===== config.mk =====
export PLATFORM = sky130hd
export DESIGN_NAME = ext_io_port_ctrl
export DESIGN_NICKNAME = d
export VERILOG_FILES = /design/src/rtl/ext_io_pkg.sv /design/src/rtl/ext_io_in_sync.sv /design/src/rtl/ext_io_port_ctrl.sv
export SDC_FILE = /design/constraint.sdc
export NUM_CORES = 1
export LEC_CHECK = 0
export CAP_MARGIN = 20
export CORE_ASPECT_RATIO = 1.2
export CORE_MARGIN = 2
export CORE_UTILIZATION = 25
export CTS_CLUSTER_DIAMETER = 30
export DETAILED_ROUTE_END_ITERATION = 10
export PLACE_DENSITY = 0.58
export SYNTH_ARGS = -nofsm -noshare
export SYNTH_HDL_FRONTEND = slang
export SYNTH_HIERARCHICAL = 1
export SYNTH_SLANG_ARGS = --single-unit

===== constraint.sdc =====
create_clock -name clk -period 1.47 [get_ports clk]
set_input_delay 0.2205 -clock clk [delete_from_list [all_inputs] [get_ports clk]]
set_output_delay 0.2205 -clock clk [all_outputs]
set_load 0.05 [all_outputs]

===== src/rtl/ext_io_pkg.sv =====
// Shared constants for the external-world I/O port controller: register map,
// port count and default widths.
package ext_io_pkg;

    localparam int DEFAULT_DATA_W      = 8;
    localparam int DEFAULT_SYNC_STAGES = 2;
    localparam int NUM_PORTS           = 4;
    localparam int ADDR_W              = 3;

    localparam logic [ADDR_W-1:0] ADDR_PORT1    = 3'd0;
    localparam logic [ADDR_W-1:0] ADDR_PORT2    = 3'd1;
    localparam logic [ADDR_W-1:0] ADDR_PORT3    = 3'd2;
    localparam logic [ADDR_W-1:0] ADDR_PORT4    = 3'd3;
    localparam logic [ADDR_W-1:0] ADDR_STATUS   = 3'd4;
    localparam logic [ADDR_W-1:0] ADDR_IRQ_MASK = 3'd5;

    // Data ports occupy the lower half of the map, so the MSB alone decodes them.
    function automatic logic is_port_addr(input logic [ADDR_W-1:0] addr);
        return (addr[ADDR_W-1] == 1'b0);
    endfunction

    function automatic logic [1:0] port_index(input logic [ADDR_W-1:0] addr);
        return addr[1:0];
    endfunction

endpackage


===== src/rtl/ext_io_in_sync.sv =====
// One external input lane: a SYNC_STAGES-deep synchroniser followed by a
// previous-value register, producing a change flag while the two differ.
module ext_io_in_sync #(
    parameter int DATA_W      = 8,
    parameter int SYNC_STAGES = 2
) (
    input  logic              clk,
    input  logic              Reset,
    input  logic [DATA_W-1:0] async_in,
    output logic [DATA_W-1:0] sync_out,
    output logic              change
);

    logic [SYNC_STAGES-1:0][DATA_W-1:0] sync_q;
    logic [SYNC_STAGES-1:0][DATA_W-1:0] sync_d;
    logic [DATA_W-1:0]                  prev_q;
    logic [DATA_W-1:0]                  prev_d;

    always_comb begin
        sync_d = {sync_q[SYNC_STAGES-2:0], async_in};
        prev_d = sync_q[SYNC_STAGES-1];
    end

    always_ff @(posedge clk or posedge Reset) begin
        if (Reset) begin
            sync_q <= '0;
            prev_q <= '0;
        end else begin
            sync_q <= sync_d;
            prev_q <= prev_d;
        end
    end

    assign sync_out = sync_q[SYNC_STAGES-1];

    // High for exactly one cycle per settled input change: prev catches up next edge.
    assign change = (sync_out != prev_q);

endmodule


===== src/rtl/ext_io_port_ctrl.sv =====
// Processor-side responder for the four external-world ports: output latches,
// synchronised inputs, sticky change flags, interrupt mask and registered reads.
module ext_io_port_ctrl
    import ext_io_pkg::*;
#(
    parameter int DATA_W      = DEFAULT_DATA_W,
    parameter int SYNC_STAGES = DEFAULT_SYNC_STAGES
) (
    input  logic                 clk,
    input  logic                 Reset,
    input  logic [ADDR_W-1:0]    cpu_addr,
    input  logic                 cpu_wr,
    input  logic                 cpu_rd,
    input  logic [DATA_W-1:0]    cpu_wdata,
    output logic [DATA_W-1:0]    cpu_rdata,
    output logic                 cpu_rvalid,
    input  logic [DATA_W-1:0]    InpExtWorld1,
    input  logic [DATA_W-1:0]    InpExtWorld2,
    input  logic [DATA_W-1:0]    InpExtWorld3,
    input  logic [DATA_W-1:0]    InpExtWorld4,
    output logic [DATA_W-1:0]    OutExtWorld1,
    output logic [DATA_W-1:0]    OutExtWorld2,
    output logic [DATA_W-1:0]    OutExtWorld3,
    output logic [DATA_W-1:0]    OutExtWorld4,
    output logic [NUM_PORTS-1:0] OutStrobe,
    output logic                 irq
);

    logic [DATA_W-1:0]    inp_w  [NUM_PORTS];
    logic [DATA_W-1:0]    sync_w [NUM_PORTS];
    logic [NUM_PORTS-1:0] change_w;

    logic [DATA_W-1:0]    out_q  [NUM_PORTS];
    logic [DATA_W-1:0]    out_d  [NUM_PORTS];
    logic [NUM_PORTS-1:0] strobe_q, strobe_d;
    logic [NUM_PORTS-1:0] status_q, status_d;
    logic [NUM_PORTS-1:0] mask_q, mask_d;
    logic                 irq_q, irq_d;
    logic [DATA_W-1:0]    rdata_q, rdata_d;
    logic                 rvalid_q, rvalid_d;

    logic [NUM_PORTS-1:0] status_clr;
    logic [DATA_W-1:0]    rd_mux;
    logic [1:0]           port_idx;

    assign inp_w[0] = InpExtWorld1;
    assign inp_w[1] = InpExtWorld2;
    assign inp_w[2] = InpExtWorld3;
    assign inp_w[3] = InpExtWorld4;

    for (genvar p = 0; p < NUM_PORTS; p++) begin : g_in
        ext_io_in_sync #(
            .DATA_W      (DATA_W),
            .SYNC_STAGES (SYNC_STAGES)
        ) u_in_sync (
            .clk      (clk),
            .Reset    (Reset),
            .async_in (inp_w[p]),
            .sync_out (sync_w[p]),
            .change   (change_w[p])
        );
    end

    assign port_idx = port_index(cpu_addr);

    always_comb begin
        rd_mux = '0;
        case (cpu_addr)
            ADDR_PORT1, ADDR_PORT2,
            ADDR_PORT3, ADDR_PORT4: rd_mux = sync_w[port_idx];
            ADDR_STATUS:            rd_mux = {{(DATA_W-NUM_PORTS){1'b0}}, status_q};
            ADDR_IRQ_MASK:          rd_mux = {{(DATA_W-NUM_PORTS){1'b0}}, mask_q};
            default:                rd_mux = '0;
        endcase
    end

    // Reads sample pre-edge state, so a same-cycle write never leaks into rdata.
    always_comb begin
        out_d      = out_q;
        strobe_d   = '0;
        mask_d     = mask_q;
        status_clr = '0;
        rdata_d    = rdata_q;
        rvalid_d   = cpu_rd;
        irq_d      = |(status_q & mask_q);

        if (cpu_wr) begin
            if (is_port_addr(cpu_addr)) begin
                out_d[port_idx]    = cpu_wdata;
                strobe_d[port_idx] = 1'b1;
            end else if (cpu_addr == ADDR_STATUS) begin
                status_clr = cpu_wdata[NUM_PORTS-1:0];
            end else if (cpu_addr == ADDR_IRQ_MASK) begin
                mask_d = cpu_wdata[NUM_PORTS-1:0];
            end
        end

        if (cpu_rd) begin
            rdata_d = rd_mux;
            if (is_port_addr(cpu_addr)) begin
                status_clr[port_idx] = 1'b1;
            end
        end

        // A new change outranks any clear landing on the same edge.
        status_d = (status_q & ~status_clr) | change_w;
    end

    always_ff @(posedge clk or posedge Reset) begin
        if (Reset) begin
            out_q    <= '{default: '0};
            strobe_q <= '0;
            status_q <= '0;
            mask_q   <= '0;
            irq_q    <= 1'b0;
            rdata_q  <= '0;
            rvalid_q <= 1'b0;
        end else begin
            out_q    <= out_d;
            strobe_q <= strobe_d;
            status_q <= status_d;
            mask_q   <= mask_d;
            irq_q    <= irq_d;
            rdata_q  <= rdata_d;
            rvalid_q <= rvalid_d;
        end
    end

    assign OutExtWorld1 = out_q[0];
    assign OutExtWorld2 = out_q[1];
    assign OutExtWorld3 = out_q[2];
    assign OutExtWorld4 = out_q[3];
    assign OutStrobe    = strobe_q;
    assign irq          = irq_q;
    assign cpu_rdata    = rdata_q;
    assign cpu_rvalid   = rvalid_q;

endmodule


==> impl_metrics.env <==
export IMPL_status="finished, final reports clean"
export IMPL_fin_nets=485
export IMPL_clkLatencyLatePin_ns=0.42
export IMPL_worst_setup_path_end_kind="flop"
export IMPL_dpl_hpwl_mm=7.94
export IMPL_start_util_pct=25.4
export IMPL_cp_max_fo=3
export IMPL_clockBufferDepth=2
export IMPL_syn_inst=306
export IMPL_cp_start_kind="flop"
export IMPL_grt_overflow=0
export IMPL_crit_required_ns=1.77
export IMPL_grt_pass1_wl_mm=16.6
export IMPL_drv_cap=0
export IMPL_wl_per_cell_um=14.7
export IMPL_portBuffers=92
export IMPL_n_antenna_cell=0
export IMPL_placed_cell_area_um2=6770
export IMPL_crit_type="reg2reg"
export IMPL_hold_path_startpoint="InpExtWorld4[3]"
export IMPL_final_area_um2=7430
export IMPL_crit_arrival_ns=1.69
export IMPL_grt_usage_pct=10.4
export IMPL_endpoint="status_q[0]$_DFF_PP0_"
export IMPL_drc_errors=0
export IMPL_synth_area_leaders="dfrtp_1 73%, mux2_2 7.7%, xor2_1 5.5%"
export IMPL_cts_tree="yes"
export IMPL_ios=93
export IMPL_setup_violations=0
export IMPL_critPathMaxStageDelay_ns=0.41
export IMPL_r2r_cells=4
export IMPL_coreArea_um2=20200
export IMPL_hold_ws_ns=0.236
export IMPL_cts_root_buf="clkbuf_16"
export IMPL_grt_pass1_vias=3024
export IMPL_synth_top_area_share_pct=73.3
export IMPL_synth_cell_type_count=26
export IMPL_power_density_nw_per_um2=1570
export IMPL_netlist_area_um2=5120
export IMPL_yosysWarnings=6
export IMPL_max_slew_margin_pct=72.0
export IMPL_drt_iter0_drc=76
export IMPL_hold_class="in2reg"
export IMPL_cts_buffers=17
export IMPL_critPathSlowestCell="dfrtp_1"
export IMPL_grt_max_degree=26
export IMPL_areaGrowthSynthToFinish_pct=45.2
export IMPL_routed_via_density=3.99
export IMPL_ys_seq_area_share_pct=73.3
export IMPL_drive_above_1_share_pct=34.2
export IMPL_r2r_end="status_q[0]$_DFF_PP0_"
export IMPL_die_h_um=161
export IMPL_worst_pin_slew_ns=0.419
export IMPL_num_rows=57
export IMPL_synth_top_cell_by_area="dfrtp_1"
export IMPL_clk_pin_slew_ns=0.06
export IMPL_antenna_found_initial=0
export IMPL_peakVddDrop_mv=0.858
export IMPL_clock_skew_final_ns=0.0118
export IMPL_cts_hold_buf=0
export IMPL_h_tree_depth=4
export IMPL_clock_fmax_mhz=721
export IMPL_crit_chain="xor2_1 > nor4_2 > nand2_1 > a31o_2"
export IMPL_reg2reg_from="g_in[0].u_in_sync/sync_out[6]$_DFF_PP0_"
export IMPL_dieArea_um2=21600
export IMPL_final_antenna_net_count=0
export IMPL_dr_pass1_iters=4
export IMPL_p_total_uw=11700
export IMPL_timing_final_crit_share_pct=94.4
export IMPL_hold_viol_final=0
export IMPL_clock_sink_count=150
export IMPL_critPathLaunch="g_in[0].u_in_sync/sync_out[6]$_DFF_PP0_"
export IMPL_rrSetupSlack_ns=0.08
export IMPL_power_leakage_uw=0.00325
export IMPL_vias=2847
export IMPL_routed_wl_mm=10.5
export IMPL_period_minus_slack_ns=1.39
export IMPL_rsz0062_at_grt="false"
export IMPL_placed_cells=682
export IMPL_die_w_um=135
export IMPL_maxSlewViolCount=0
export IMPL_ys_seq_elements=150
export IMPL_fillers=1904
export IMPL_final_instance_count_excl_fill=713
export IMPL_setup_tns_ns=0
export IMPL_avgSynthCellArea_um2=16.7
export IMPL_routabilityCongestion=0.764
export IMPL_synth_fp_nets=353
==> cell usage after synthesis (all sizes together) <==
cell	count
a22oi	2
a31o	4
and4bb	1
buf	8
dfrtp	150
inv	14
mux2	36
mux2i	4
mux4	8
nand2	19
nand2b	1
nand3	2
nand3b	2
nand4b	1
nor2	1
nor2b	3
nor3	1
nor3b	1
nor4	8
o21ai	4
o221ai	4
xor2	32
==> per-stage QoR <==
step                utilization [%]  worst slack (ns)
floorplan                         -             0.159
CTS                            36.7            0.0646
finish                         36.8            0.0821
global placement               33.5            -0.301
detailed placement             33.5            -0.337
global route                   36.8          0.000819
==> where the power goes <==
group / leakage (uW) / internal, uW / switching (uW)
Clock: 0.000305 / 3040 / 1590
Sequential: 0.00176 / 4520 / 285
Combinational: 0.00118 / 986 / 1230
==> layer usage <==
layer	vias up	track usage (%)	wire length (um)
met1	1425	11.8	4180
met2	102	17.6	5510
met3	15	3.00	598
met5	-	0	0
li1	1305	-	-
met4	0	5.41	218
==> placed cells by master, fill, tap and decap left out, types with 5 or more instances in the layout <==
master and count:
dfrtp_1 150, clkdlybuf4s50_1 46, buf_4 46, mux2_2 35, xor2_1 32, buf_12 29
nand2_1 19, clkbuf_16 17, inv_1 13, nor4_1 6, bufinv_16 5
==> sequential cells by signal, indices dropped and copies added, names as in the netlist <==
register                 flops
g_in.u_in_sync/prev_q       32
g_in.u_in_sync/sync_d       32
g_in.u_in_sync/sync_out     32
OutExtWorld1                 8
OutExtWorld2                 8
OutExtWorld3                 8
OutExtWorld4                 8
cpu_rdata                    8
OutStrobe                    4
mask_q                       4
status_q                     4
cpu_rvalid                   1
irq                          1
==> cell type report <==
class | count | area, um2 | share of cell area [%]
flip-flops and latches | 150 | 3750 | 50.5
repair buffers | 121 | 1390 | 18.7
multi-input cells | 134 | 1260 | 17.0
clock buffers | 18 | 439 | 5.91
well taps | 265 | 332 | 4.46
clock inverters | 11 | 200 | 2.69
inverters | 14 | 56.3 | 0.758
==> worst min-delay path by stage <==
stage,end,slack (ns),depth (start not counted)
global placement,g_in[0].u_in_sync/sync_out[7]$_DFF_PP0_,0.34,0
global route,g_in[3].u_in_sync/sync_d[11]$_DFF_PP0_,0.21,1
detailed placement,g_in[0].u_in_sync/sync_out[5]$_DFF_PP0_,0.33,0
CTS,g_in[3].u_in_sync/sync_d[10]$_DFF_PP0_,0.22,1
finish,g_in[3].u_in_sync/sync_d[11]$_DFF_PP0_,0.24,1
floorplan,g_in[0].u_in_sync/prev_q[0]$_DFF_PP0_,0.24,1
==> worst max-delay path, delay by kind of cell, from the launching register on <==
kind,cells,cell delay [ns]
XOR/XNOR,1,0.16
flip-flops,1,0.41
AO/OA/AOI/OAI,1,0.24
AND/OR/NAND/NOR,2,0.47
==> cells by family (layout without fill, tap and decap cells) <==
kind of cell	after synthesis	after routing	share of synthesized area (%)
AO/OA/AOI/OAI	14	14	2.05
XOR/XNOR	32	32	5.47
buffers and inverters	22	164	2.22
flip-flops	150	150	73.3
multiplexers	48	48	12.5
AND/OR/NAND/NOR	40	40	4.42
==> what timing repair did <==
item | 4_1_cts | 5_1_grt
pin swaps | 0 | 4
resized for setup | 2 | 0
cloned | 0 | 0
endpoints found under the setup margin | 2 | 2
setup buffers | 0 | 2
endpoints found under the hold margin | 0 | 0
(Power assumes the default switching activity.)
==> variant 1: new RTL, same flow settings <==
Make the reset (`Reset`) synchronous in 2 clocked blocks.
--- a/src/rtl/ext_io_in_sync.sv
+++ b/src/rtl/ext_io_in_sync.sv
@@ -21,7 +21,7 @@
         prev_d = sync_q[SYNC_STAGES-1];
     end
 
-    always_ff @(posedge clk or posedge Reset) begin
+    always_ff @(posedge clk) begin
         if (Reset) begin
             sync_q <= '0;
             prev_q <= '0;
--- a/src/rtl/ext_io_port_ctrl.sv
+++ b/src/rtl/ext_io_port_ctrl.sv
@@ -106,7 +106,7 @@
         status_d = (status_q & ~status_clr) | change_w;
     end
 
-    always_ff @(posedge clk or posedge Reset) begin
+    always_ff @(posedge clk) begin
         if (Reset) begin
             out_q    <= '{default: '0};
             strobe_q <= '0;
Behaviour: differs if Reset is asserted again (counterexample within 4 cycles, from zero or initial values and one cycle with Reset high); with Reset held inactive, the same outputs for 10 cycles.
==> variant 1 against the original RTL <==
- routed wire length is 8.6% higher
- largest cell class unchanged
- synthesized area is 3.6% higher
- synthesized cell count is 68% higher
- critical endpoint is now cpu_rdata[1]$_SDFFE_PP0P_
- design area is 1.1% lower
- setup slack better by 0.0058 ns
- sequential cell count stayed put
- final cell count is 27% higher
- non-clock buffer count is 1 lower
Power is not compared: it rests on default switching activity, and its combinational part moved more than twofold at a synthesized area within 25%.
==> variant 1: results (changes against the original RTL) <==
<table>
<tr><th>Metric</th><th>Value</th></tr>
<tr><th colspan="2">GRT</th></tr>
<tr><td>Global-route wire length before repair</td><td>18400 um (+11%)</td></tr>
<tr><td>Maximum number of pins on one net before global-route repair</td><td>64 (+150%)</td></tr>
<tr><th colspan="2">Layout</th></tr>
<tr><td>Fill cells</td><td>2170 (+14%)</td></tr>
<tr><td>Number of buffers other than clock buffers in the final layout</td><td>120 (-0.83%)</td></tr>
<tr><td>Number of nets in the layout</td><td>672 (+39%)</td></tr>
<tr><td>Clock buffer count in the final layout</td><td>20 (+2)</td></tr>
<tr><td>Non-clock inverter count</td><td>16 (+2)</td></tr>
<tr><td>Signal buf overhead</td><td>16.5% (-2.1 points)</td></tr>
<tr><td>Ratio of cells with drive above 1 in the final layout</td><td>18.7% (-15 points)</td></tr>
<tr><td>Sequential share of cell area</td><td>40.9% (-9.7 points)</td></tr>
<tr><td>Final instance count without filler cells</td><td>908 (+27%)</td></tr>
<tr><th colspan="2">Placed design</th></tr>
<tr><td>Number of placed cells counting well taps</td><td>876 (+28%)</td></tr>
<tr><td>Final estimated routing congestion in global placement</td><td>0.779 (+2.0%)</td></tr>
<tr><td>HPWL after detailed placement</td><td>8340 um (+5.1%)</td></tr>
<tr><th colspan="2">Yosys</th></tr>
<tr><td>Post-synth top cells</td><td>sky130_fd_sc_hd__dfxtp_1 (150), sky130_fd_sc_hd__nor2b_1 (93), sky130_fd_sc_hd__nand2_1 (69)</td></tr>
<tr><td>Primary flip-flop cell chosen by synthesis mapping</td><td>sky130_fd_sc_hd__dfxtp_1</td></tr>
<tr><td>Synthesized netlist net count</td><td>561 (+59%)</td></tr>
<tr><td>Async SR Flop Fraction</td><td>0% (-100 points)</td></tr>
<tr><td>Portion of the post-synthesis area used by sequential elements</td><td>56.6% (-17 points)</td></tr>
<tr><td>Top cells by area, synth</td><td>sky130_fd_sc_hd__dfxtp_1 (57%), sky130_fd_sc_hd__nor2b_1 (11%), sky130_fd_sc_hd__xor2_1 (5.3%)</td></tr>
<tr><td>Number of unique standard cell types used by synthesis</td><td>35 (+35%)</td></tr>
<tr><td>Number of instances in the synthesized netlist</td><td>514 (+68%)</td></tr>
<tr><th colspan="2">Status</th></tr>
<tr><td>Outcome</td><td>finished clean</td></tr>
<tr><th colspan="2">Route</th></tr>
<tr><td>Routed via count</td><td>3675 (+29%)</td></tr>
<tr><td>Sum of routed wire length over all layers</td><td>11400 um (+8.6%)</td></tr>
<tr><th colspan="2">Worst setup path</th></tr>
<tr><td>Crit-path max FO</td><td>17 (+14)</td></tr>
<tr><th colspan="2">CTS</th></tr>
<tr><td>CTS resizes</td><td>0 (-2)</td></tr>
<tr><th colspan="2">STA</th></tr>
<tr><td>Worst hold-check slack</td><td>0.137 ns (-0.0986 ns)</td></tr>
</table>
variant 1: critical path, stage by stage:
cell                              delay [ns]
sky130_fd_sc_hd__clkdlybuf4s50_1        0.56
sky130_fd_sc_hd__buf_12                 0.18
sky130_fd_sc_hd__buf_4                  0.13
sky130_fd_sc_hd__mux2i_1                0.25
sky130_fd_sc_hd__o22ai_1                0.14
sky130_fd_sc_hd__o21a_1                 0.19
variant 1: routing by layer:
metal	GRT usage, %	wire length, um	up-vias	share of wire [%]
met3	3.38	570	11	5.0
li1	-	-	1898	-
met5	0	0	-	0
met2	17.3	5470	91	48
met4	4.50	175	0	1.5
met1	13.5	5200	1675	46
variant 1: logic make-up (layout without fill, tap and decap cells):
logic type      Yosys count  count (layout)  synth area share, %
buf+inv                  44             168                 4.13
xor+xnor                 32              32                 5.29
compound gates           64              64                 7.08
flops                   150             150                 56.6
mux                      20              20                 4.86
simple gates            204             204                 22.0
variant 1: worst paths after layout:
kind / end / start / cells after the start
hold / removal: g_in[1].u_in_sync/prev_q[1]$_SDFF_PP0_ / Reset / 2
setup reg to reg: status_q[3]$_SDFF_PP0_ / g_in[3].u_in_sync/sync_out[1]$_SDFF_PP0_ / 5
hold reg to reg: g_in[1].u_in_sync/sync_out[4]$_SDFF_PP0_ / g_in[1].u_in_sync/sync_d[12]$_SDFF_PP0_ / 1
setup / recovery: cpu_rdata[1]$_SDFFE_PP0P_ / cpu_addr[0] / 6
variant 1: per-stage QoR:
stage / cell area (um^2) / setup slack (ns)
2_1_floorplan: 5300 / 0.268
3_3_place_gp: 6700 / -0.345
3_5_place_dp: 6700 / -0.341
4_1_cts: 7350 / 0.0909
5_1_grt: 7350 / 0.0168
6_report: 7350 / 0.0879
==> variant 2: new RTL, same settings <==
Without the edit above. `ADDR_W`: 3 -> 5.
--- a/src/rtl/ext_io_pkg.sv
+++ b/src/rtl/ext_io_pkg.sv
@@ -5,7 +5,7 @@
     localparam int DEFAULT_DATA_W      = 8;
     localparam int DEFAULT_SYNC_STAGES = 2;
     localparam int NUM_PORTS           = 4;
-    localparam int ADDR_W              = 3;
+    localparam int ADDR_W              = 5;
 
     localparam logic [ADDR_W-1:0] ADDR_PORT1    = 3'd0;
     localparam logic [ADDR_W-1:0] ADDR_PORT2    = 3'd1;
Interface: changed (resized cpu_addr); port bits go from 93 to 95. The function was not compared with the original's and may differ.
==> variant 2 against the original RTL <==
- count of clock-buffer cells in the layout is 1 higher
- register-to-register slack gained 0.03 ns
- synthesized area decreased by 0.68%
- final cell count grew 2.4%
- sequential cell count is the same
- setup slack worse by 0.044 ns
- routed wire length grew 2.5%
- non-clock buffer count increased by 2
- hold slack improved by 0.0024 ns
- first-iteration DRC count up 41%
- synthesized cell count up 4.2%
- clock skew shrank 0.0069 ns
- total power fell by 8.1%
- design area decreased by 1.5%
- critical endpoint is now OutExtWorld2[0]$_DFFE_PP0P_
==> variant 2: results (changes against the original RTL) <==
<table>
<tr><th>Metric</th><th>Value</th></tr>
<tr><th colspan="2">Worst setup path</th></tr>
<tr><td>Cell type group with the largest total delay on the critical path</td><td>buffers and inverters</td></tr>
<tr><td>Signal arrival time at the worst endpoint</td><td>1.73 ns (+0.04 ns)</td></tr>
<tr><td>Crit-path max FO</td><td>7 (+4)</td></tr>
<tr><td>Max stage delay on crit path</td><td>0.49 ns (+0.08 ns)</td></tr>
<tr><td>Critical path's slowest cell</td><td>sky130_fd_sc_hd__clkdlybuf4s50_1</td></tr>
<tr><th colspan="2">Yosys</th></tr>
<tr><td>Mux share of post-synthesis cell area</td><td>8.98% (-3.5 points)</td></tr>
<tr><td>Share of the synthesized netlist area taken by xor and xnor gates</td><td>5.51% (+0.038 points)</td></tr>
<tr><td>Top cells by area, synth</td><td>sky130_fd_sc_hd__dfrtp_1 (74%), sky130_fd_sc_hd__mux2_2 (6.0%), sky130_fd_sc_hd__xor2_1 (5.5%)</td></tr>
<tr><td>Portion of the post-synthesis area used by sequential elements</td><td>73.8% (+0.51 points)</td></tr>
<tr><td>Proportion of netlist area held by the largest area contributor</td><td>73.8% (+0.51 points)</td></tr>
<tr><td>Synthesized netlist net count</td><td>368 (+4.2%)</td></tr>
<tr><th colspan="2">Layout</th></tr>
<tr><td>Fill cells</td><td>1929 (+1.3%)</td></tr>
<tr><td>Ratio of cells with drive above 1 in the final layout</td><td>31.6% (-2.5 points)</td></tr>
<tr><td>Number of nets in the layout</td><td>502 (+3.5%)</td></tr>
<tr><th colspan="2">Power and ir drop</th></tr>
<tr><td>Total leakage power</td><td>3.22 nW (-0.78%)</td></tr>
<tr><td>Largest voltage drop on the vdd net</td><td>0.789 mV (-8.0%)</td></tr>
<tr><th colspan="2">Placed design</th></tr>
<tr><td>Port Buffer Count</td><td>94 (+2.2%)</td></tr>
<tr><td>Final estimated routing congestion in global placement</td><td>0.778 (+1.9%)</td></tr>
<tr><th colspan="2">Route</th></tr>
<tr><td>Routed wire per std cell</td><td>14.8 um (+0.13%)</td></tr>
<tr><td>Number of DRC markers in iteration 0</td><td>107 (+41%)</td></tr>
<tr><th colspan="2">STA</th></tr>
<tr><td>Post-Route Skew</td><td>0.00491 ns (-0.00693 ns)</td></tr>
<tr><td>Worst slew margin relative to its limit</td><td>74.7% (+2.7 points)</td></tr>
<tr><th colspan="2">GRT</th></tr>
<tr><td>Maximum number of pins on one net before global-route repair</td><td>37 (+42%)</td></tr>
<tr><td>Vias in the first global route</td><td>3303 (+9.2%)</td></tr>
<tr><td>All-Layer GR Usage</td><td>11.0% (+0.63 points)</td></tr>
<tr><td>Global-route wire length before repair</td><td>17800 um (+7.2%)</td></tr>
<tr><th colspan="2">Status</th></tr>
<tr><td>Outcome</td><td>finished clean</td></tr>
</table>
==> variant 2: cells by family (layout without fill, tap and decap cells) <==
family / Yosys count / count (layout)
flip-flops: 150 / 150
AND/OR/NAND/NOR: 64 / 65
multiplexers: 36 / 36
XOR/XNOR: 32 / 32
AO/OA/AOI/OAI: 21 / 21
buffers and inverters: 16 / 161
==> variant 2: where the power goes <==
part	internal, mW	total, mW	switching (mW)
Combinational	0.831	1.94	1.11
Sequential	4.47	4.70	0.239
Clock	2.39	4.07	1.68
Total	7.69	10.7	3.02
==> variant 2: final timing paths <==
check                                                        startpoint                                       to  slack (ns)  depth (start not counted)
max in group asynchronous                                         Reset              OutExtWorld3[4]$_DFFE_PP0P_        0.76                          3
worst min register to register    g_in[0].u_in_sync/sync_d[9]$_DFF_PP0_  g_in[0].u_in_sync/sync_out[1]$_DFF_PP0_        0.34                          0
min in group asynchronous                                         Reset    g_in[1].u_in_sync/sync_d[9]$_DFF_PP0_        0.27                          2
worst min-delay path                                    InpExtWorld4[1]    g_in[3].u_in_sync/sync_d[9]$_DFF_PP0_        0.24                          1
worst max-delay path                                        cpu_addr[0]              OutExtWorld2[0]$_DFFE_PP0P_        0.04                          5
worst max register to register  g_in[3].u_in_sync/sync_out[3]$_DFF_PP0_                 cpu_rdata[3]$_DFFE_PP0P_        0.11                          2
==> variant 2: stage by stage <==
step	instances	setup WS [ns]	hold WS, ns	TNS, ns
after floorplan	319	0.186	0.235	0
after global placement	698	-0.407	0.333	-10.44
after detailed placement	698	-0.454	0.335	-11.54
after CTS	730	0.0216	0.216	0
after global routing	730	0.0165	0.203	0
final	730	0.0383	0.238	0
==> variant 2: layer usage <==
metal	track usage, %	vias up	wire (um)
met5	0	-	0
met4	3.59	0	129
met3	4.25	13	656
met2	18.0	101	5390
li1	-	1357	-
met1	13.3	1483	4600
==> variant 2: repair_timing <==
item / in CTS / in global routing
hold endpoints to repair: 0 / 0
pin swaps: 1 / 1
gates cloned: 1 / 0
endpoints found under the setup margin: 8 / 6
hold buffers: 0 / 0
gates resized for setup: 3 / 3
==> variant 2: layout make-up <==
| type | instances | area share, % |
|---|---|---|
| clock buffers | 19 | 6.05 |
| clock inverters | 12 | 1.64 |
| inverters | 7 | 0.410 |
| multi-input cells | 154 | 17.5 |
| flip-flops and latches | 150 | 51.3 |
| well taps | 265 | 4.53 |
| repair buffers | 123 | 18.6 |
